===== src/rtl/cpu_defs_pkg.sv =====
// Shared constants and types for the CPU front-end: widths, reset PC, NOP word
// and the fetch FSM state type.
package cpu_defs_pkg;

  localparam int unsigned PC_W   = 32;
  localparam int unsigned ROM_AW = 6;
  localparam int unsigned INST_W = 32;

  localparam logic [INST_W-1:0] NOP_INST = INST_W'(32'h0000_0000);
  localparam logic [PC_W-1:0]   RESET_PC = PC_W'(32'h0000_0000);
  localparam logic [PC_W-1:0]   PC_INC   = PC_W'(4);

  typedef enum logic {
    WAKE = 1'b0,
    RUN  = 1'b1
  } fetch_state_t;

endpackage


===== src/rtl/if_id_reg.sv =====
// Pipeline boundary register carrying {pc, inst, valid}; clear beats hold,
// hold beats load. A cleared slot carries a NOP and is marked not valid.
module if_id_reg
  import cpu_defs_pkg::*;
(
  input  logic              clk,
  input  logic              rst,
  input  logic              clr,
  input  logic              hold,
  input  logic [PC_W-1:0]   src_pc,
  input  logic [INST_W-1:0] src_inst,
  input  logic              src_valid,
  output logic [PC_W-1:0]   held_pc,
  output logic [INST_W-1:0] held_inst,
  output logic              held_valid
);

  always_ff @(posedge clk or negedge rst) begin
    if (!rst) begin
      held_pc    <= '0;
      held_inst  <= NOP_INST;
      held_valid <= 1'b0;
    end else if (clr) begin
      held_pc    <= '0;
      held_inst  <= NOP_INST;
      held_valid <= 1'b0;
    end else if (!hold) begin
      held_pc    <= src_pc;
      held_inst  <= src_inst;
      held_valid <= src_valid;
    end
  end

endmodule


===== src/rtl/if_fetch_unit.sv =====
// Instruction fetch: PC sequencing with delay-slot branches, stall/flush
// handling, ROM enable/address generation and the IF/ID boundary register.
module if_fetch_unit
  import cpu_defs_pkg::*;
(
  input  logic              clk,
  input  logic              rst,
  input  logic              stall,
  input  logic              flush,
  input  logic              branch_flag,
  input  logic [PC_W-1:0]   branch_target,
  output logic              rom_ce,
  output logic [ROM_AW-1:0] rom_addr,
  input  logic [INST_W-1:0] rom_inst,
  output logic [PC_W-1:0]   pc,
  output logic [PC_W-1:0]   id_pc,
  output logic [INST_W-1:0] id_inst,
  output logic              id_valid
);

  fetch_state_t    state;
  logic [PC_W-1:0] target_aligned;
  logic            slot_clr;

  assign target_aligned = branch_target & ~PC_W'(3);
  assign rom_addr       = pc[ROM_AW+1:2];

  // The wake cycle and a flush both load a bubble into IF/ID.
  assign slot_clr = flush | (state == WAKE);

  always_ff @(posedge clk or negedge rst) begin
    if (!rst) begin
      state  <= WAKE;
      pc     <= RESET_PC;
      rom_ce <= 1'b0;
    end else begin
      case (state)
        WAKE: begin
          state  <= RUN;
          rom_ce <= 1'b1;
        end
        RUN: begin
          // A branch alongside flush still redirects; under stall it must be re-presented.
          if (flush) begin
            if (branch_flag) pc <= target_aligned;
          end else if (!stall) begin
            pc <= branch_flag ? target_aligned : pc + PC_INC;
          end
        end
        default: begin
          state  <= WAKE;
          rom_ce <= 1'b0;
        end
      endcase
    end
  end

  if_id_reg u_if_id (
    .clk       (clk),
    .rst       (rst),
    .clr       (slot_clr),
    .hold      (stall),
    .src_pc    (pc),
    .src_inst  (rom_inst),
    .src_valid (1'b1),
    .held_pc   (id_pc),
    .held_inst (id_inst),
    .held_valid(id_valid)
  );

endmodule


===== config.mk =====
export PLATFORM = sky130hd
export DESIGN_NAME = if_fetch_unit
export DESIGN_NICKNAME = d
export VERILOG_FILES = /design/src/rtl/cpu_defs_pkg.sv /design/src/rtl/if_id_reg.sv /design/src/rtl/if_fetch_unit.sv
export SDC_FILE = /design/constraint.sdc
export NUM_CORES = 1
export LEC_CHECK = 0
export CORE_UTILIZATION = 50
export CTS_BUF_LIST = sky130_fd_sc_hd__clkbuf_8
export DETAILED_ROUTE_END_ITERATION = 12
export DONT_BUFFER_PORTS = 1
export PLACE_DENSITY = 0.78
export SLEW_MARGIN = 5
export SYNTH_ARGS = -nofsm -noshare
export SYNTH_HDL_FRONTEND = slang
export SYNTH_SLANG_ARGS = --single-unit

===== constraint.sdc =====
create_clock -name clk -period 1.71 [get_ports clk]
set_clock_uncertainty 0.15 [all_clocks]
set_input_delay 0.342 -clock clk [delete_from_list [all_inputs] [get_ports clk]]
set_output_delay 0.342 -clock clk [all_outputs]
set_load 0.02 [all_outputs]

# Word level (Yosys, flattened, before mapping)
# Cells that the tools add are included.
dict set report classes {
  addsub 1
  n_eq_ne 3
  n_mux 10
  bitwise 2
  n_reduce_logical 1
}
# operator count
set op_table {}
lappend op_table {{32-bit 2-to-1 mux} 8}
lappend op_table {{32-bit by 3-bit adder with 32-bit output (second input constant)} 1}
lappend op_table {{2-bit by 1-bit != test with 1-bit output (second input constant)} 3}
lappend op_table {{3-bit AND reduction} 1}
lappend op_table {{1-bit 2-to-1 mux} 2}
lappend op_table {{1-bit NOT} 1}
lappend op_table {{1-bit bitwise OR} 1}
dict set report totals {
  ff_bits 99
  inputBits 69
  output_inout_bits 104
  wordCells 23
}

# Depth between registers and ports, before layout
dict set report logic_depth {
  depth_word 4
  depth_mapped 7
  mapped_depth_nobuf 6
}

# By module
# A second synthesis with hierarchy kept.
dict set report unflattened {
  hier_cells 459
  hier_area_um2 4774.6
}
# module n_inst cells_per_inst area_each_um2 seq_area_each_um2
set by_module_without_submodules {}
lappend by_module_without_submodules {if_id_reg 1 209 2667.6 1626.6}
lappend by_module_without_submodules {if_fetch_unit 1 250 2107.0 800.8}

# Least setup slack after synthesis
# Ideal clock, no wire load.
dict set report synth_path {
  path_kind {register to register}
  startpoint {reg pc[2]}
  endpoint {reg pc[26]}
  setup_time_ps 101
  arrival_time_ps 1789
  required_time_ps 1459
  setup_slack_ps -330
  stages_incl_launch_ff 8
  path_buffers 1
  period_less_slack_ps 2040
  path_cell_list {dfrtp_1 ha_1 nand3_2 nor3_4 and2_0 buf_2 nand2_1 o311ai_2}
}
dict set report synth_between {
  elab_chain_cells 4
}
# element line_no
set synth_rtl {}
lappend synth_rtl {{start: declaration} if_fetch_unit.sv:15} ;# output logic [PC_W-1:0] pc,
lappend synth_rtl {{start signal: assignment} if_fetch_unit.sv:45} ;# if (branch_flag) pc <= target_aligned;
lappend synth_rtl {{start signal: assignment} if_fetch_unit.sv:47} ;# pc <= branch_flag ? target_aligned : pc + PC_INC;
lappend synth_rtl {{32-bit by 3-bit adder with 32-bit output} if_fetch_unit.sv:47}
lappend synth_rtl {{32-bit 2-to-1 mux} if_fetch_unit.sv:47}
lappend synth_rtl {{32-bit 2-to-1 mux} if_fetch_unit.sv:46} ;# end else if (!stall) begin
lappend synth_rtl {{32-bit 2-to-1 mux} if_fetch_unit.sv:44} ;# if (flush) begin
# No other way between the ends. The select of a mux whose other input is x is not followed.
# A chain may end at the register's enable or synchronous reset.

# Final worst setup path
dict set report layout_path {
  startpoint {reg pc[3]}
  endpoint {reg pc[23]}
}
# The elaborated chain is that of the path after synthesis.

==> metrics <==
library cells used by synthesis=a little under 60; share of cells above drive strength 1=between 20% and 30%; worst skew pair latency=~0.37 ns; Mapped Cells=roughly 400; HPWL after DPL=7850 µm; Hold/Removal Path Class=in -> async; worst path required time=between 1.5 and 2 ns; pwr dens=roughly 1000 nW/µm²; IO Pins=173; fin area=~5600 µm²; post-synthesis adder-cell area fraction=less than 1%; failing checks=negative hold slack, negative setup slack; YS warnings=0; fin crit period=approximately 1.7 ns; routed len/inst=20.4 µm; total design power=around 5.7 mW; hold_ws=-0.497 ns; Setup TNS Final=-0.0555 ns; LEAKAGE=around 2.5 nW; Peak VDD IR=between 0.5 and 0.6 mV; DRC=0; via count=3,662; Post-Synth Simple-Gate Area=14.4%; endpoint type of the worst setup path=flip-flop; CP Launch Type=flip-flop; TritonCTS clock tree=done; DRT antenna net count=0; post-route setup slack=-0.0337 ns; slowest cell delay on critical path=0.43 ns; Clock Root Buffer=clkbuf_8; RSZ-0062 raised after global routing=yes; Mapped Avg Cell Area=roughly 11 µm²; Slowest cell on crit path=dfrtp_2; CTS Buf Count=9; xor-xnor portion of the synthesized cell area=0%; routed wl met3=roughly 850 µm; largest family of logic cells by synthesized area=compound AO/OA/AOI/OAI gates; Final nets=roughly 550; Congestion Overflow GR=0; Initial DRC Count=around 250; Synth Register Bits=95; met2 wire length=around 6100 µm; Post-DP Area=4960 µm²; # port buffers=0; total detailed-routing wirelength=12,000 µm; DIE WIDTH=about 96 µm; Cell Count Post-Placement=approximately 530; fin. max-slew vios=0; cts hold-fix bufs=36; Die Ht=around 96 µm; fillcell total=between 600 and 700; Compound-Gate Fraction of Synth Area=between 20% and 30%; vias in the first global route=3,542; Final Hold Violating Endpoints=95; P&R area growth vs syn=28.2%; initial antenna violation count=0; Std-Cell Rows=33; CTS sink count=95; largest net degree at the start of global routing=96; post-synthesis cell area=around 4400 µm²; mux cell area share after synthesis=1.17%; Max Buffers Root-to-Sink=2; H-tree depth=3; CTS clk-pin slew, worst paths=0.10 ns; crit-path max FO=4; gr usage total=between 20% and 30%; antenna cells=0; crit share post-route=102%; max-cap viol count=0; full die area=between 9000 and 10,000 µm²; core area=8340 µm²; fmax=~0.57 GHz; ys async rst share=100%; DRT met1 WL=4780 µm; DR pass1 iterations=5; CP arrival=approximately 1.9 ns; Finished Layout Cells=between 500 and 600; Initial Util=between 50% and 60%; routability cong.=~0.89; outcome=finished, violations left; Finish-stage setup viols=2; Seq/Total Area, Yosys=54.1%; critical path type=reg -> reg; max layer used=met4; vias per inst=6.24; first-pass GRT wire length=roughly 18,000 µm; commonest register cell after synthesis=dfrtp_1; CP cell instances=nand3_4 -> or3_4 -> o31ai_4 -> a21oi_2 -> a311oi_2; Post-synth EDFFs=0
-- cells by family after synthesis --
kind of cell,after synthesis
AO/OA/AOI/OAI,144
adder cells (fa/ha/maj),1
buffers and inverters,47
flip-flops,95
multiplexers,5
other,2
AND/OR/NAND/NOR,110
-- path summary, 6_finish.rpt --
path	to	cells after the start	startpoint	slack (ns)
max in group asynchronous	pc[9]	0	rst	1.77
worst max register to register	pc[23]	5	pc[3]	-0.03
worst min register to register	rom_ce	1	state	0.42
worst min-delay path	u_if_id.held_inst[1]	0	rst	-0.50
min in group clk	pc[5]	2	branch_target[5]	0.02
worst max-delay path	pc[23]	5	pc[3]	-0.03
-- metrics by stage --
step | hold WS, ns | setup slack, ns | utilization (%)
floorplan | -0.104 | -0.0892 | -
global route | -0.523 | -0.101 | 67.6
global placement | -0.102 | 0.0274 | 59.5
CTS | -0.508 | -0.0299 | 66.6
detailed placement | -0.102 | -0.0259 | 59.5
finish | -0.497 | -0.0337 | 67.6
-- state kept, by name (all words and copies together) (netlist names) --
signal              flops
u_if_id.held_inst      32
pc                     30
u_if_id.held_pc        30
rom_ce                  1
state                   1
u_if_id.held_valid      1
-- cells in the mapped netlist (all sizes together) (7+ instances only) --
cell type,instances,area (µm²)
a21oi,27,135
o22ai,7,43.8
nand3,18,113
nor3,11,98.9
nand2,20,75.1
buf,20,123
a22o,62,543
clkbuf,20,75.1
dfrtp,95,2380
nor2,26,97.6
o21ai,17,85.1
nand4,12,81.3
inv,7,26.3
-- where the power goes --
| part | leakage, nW | switching (mW) | internal [mW] | total, mW |
|---|---|---|---|---|
| Combinational | 1.19 | 0.862 | 0.613 | 1.48 |
| Sequential | 1.22 | 0.270 | 2.47 | 2.74 |
| Clock | 0.0974 | 0.830 | 0.679 | 1.51 |
| Total | 2.51 | 1.96 | 3.76 | 5.72 |
-- what timing repair did --
action / CTS / global route
pin swaps: 3 / 7
hold endpoints to repair: 131 / 95
endpoints found under the setup margin: 5 / 19
setup buffers: 1 / 2
gates cloned: 0 / 0
resized for setup: 5 / 17
-- per-layer routing --
metal / vias to the layer above / GRT usage, %
li1: 1664 / -
met1: 1812 / 32.5
met2: 168 / 45.1
met3: 18 / 7.27
met4: 0 / 10.4
met5: - / 0
-- final cells by class --
type,count,area [µm²],area share [%]
repair buffers,99,932,16.5
multi-input cells,265,1960,34.7
flip-flops and latches,95,2390,42.5
clock buffers,9,124,2.20
clock inverters,7,71.3,1.27
inverters,7,26.3,0.466
well taps,105,131,2.33
-- worst max-delay path: cells and delay by family (launching register included) --
kind | cells | cell delay, ns
AOI/OAI and AO/OA | 3 | 0.58
and+or+nand+nor | 2 | 0.49
DFF | 1 | 0.43
-- cells in the final DEF, fill, tap and decap left out, drive strengths merged, types with 7 or more instances in the layout --
cell,netlist,layout
o21ai,17,17
o22ai,7,7
buf,20,63
nand2,20,20
nor2,26,26
nor3,11,11
a22o,62,62
nand3,18,18
clkbuf,20,9
dlygate4sd3,0,36
dfrtp,95,95
nand4,12,12
a21oi,27,27
inv,7,10
(Power assumes the default switching activity.)
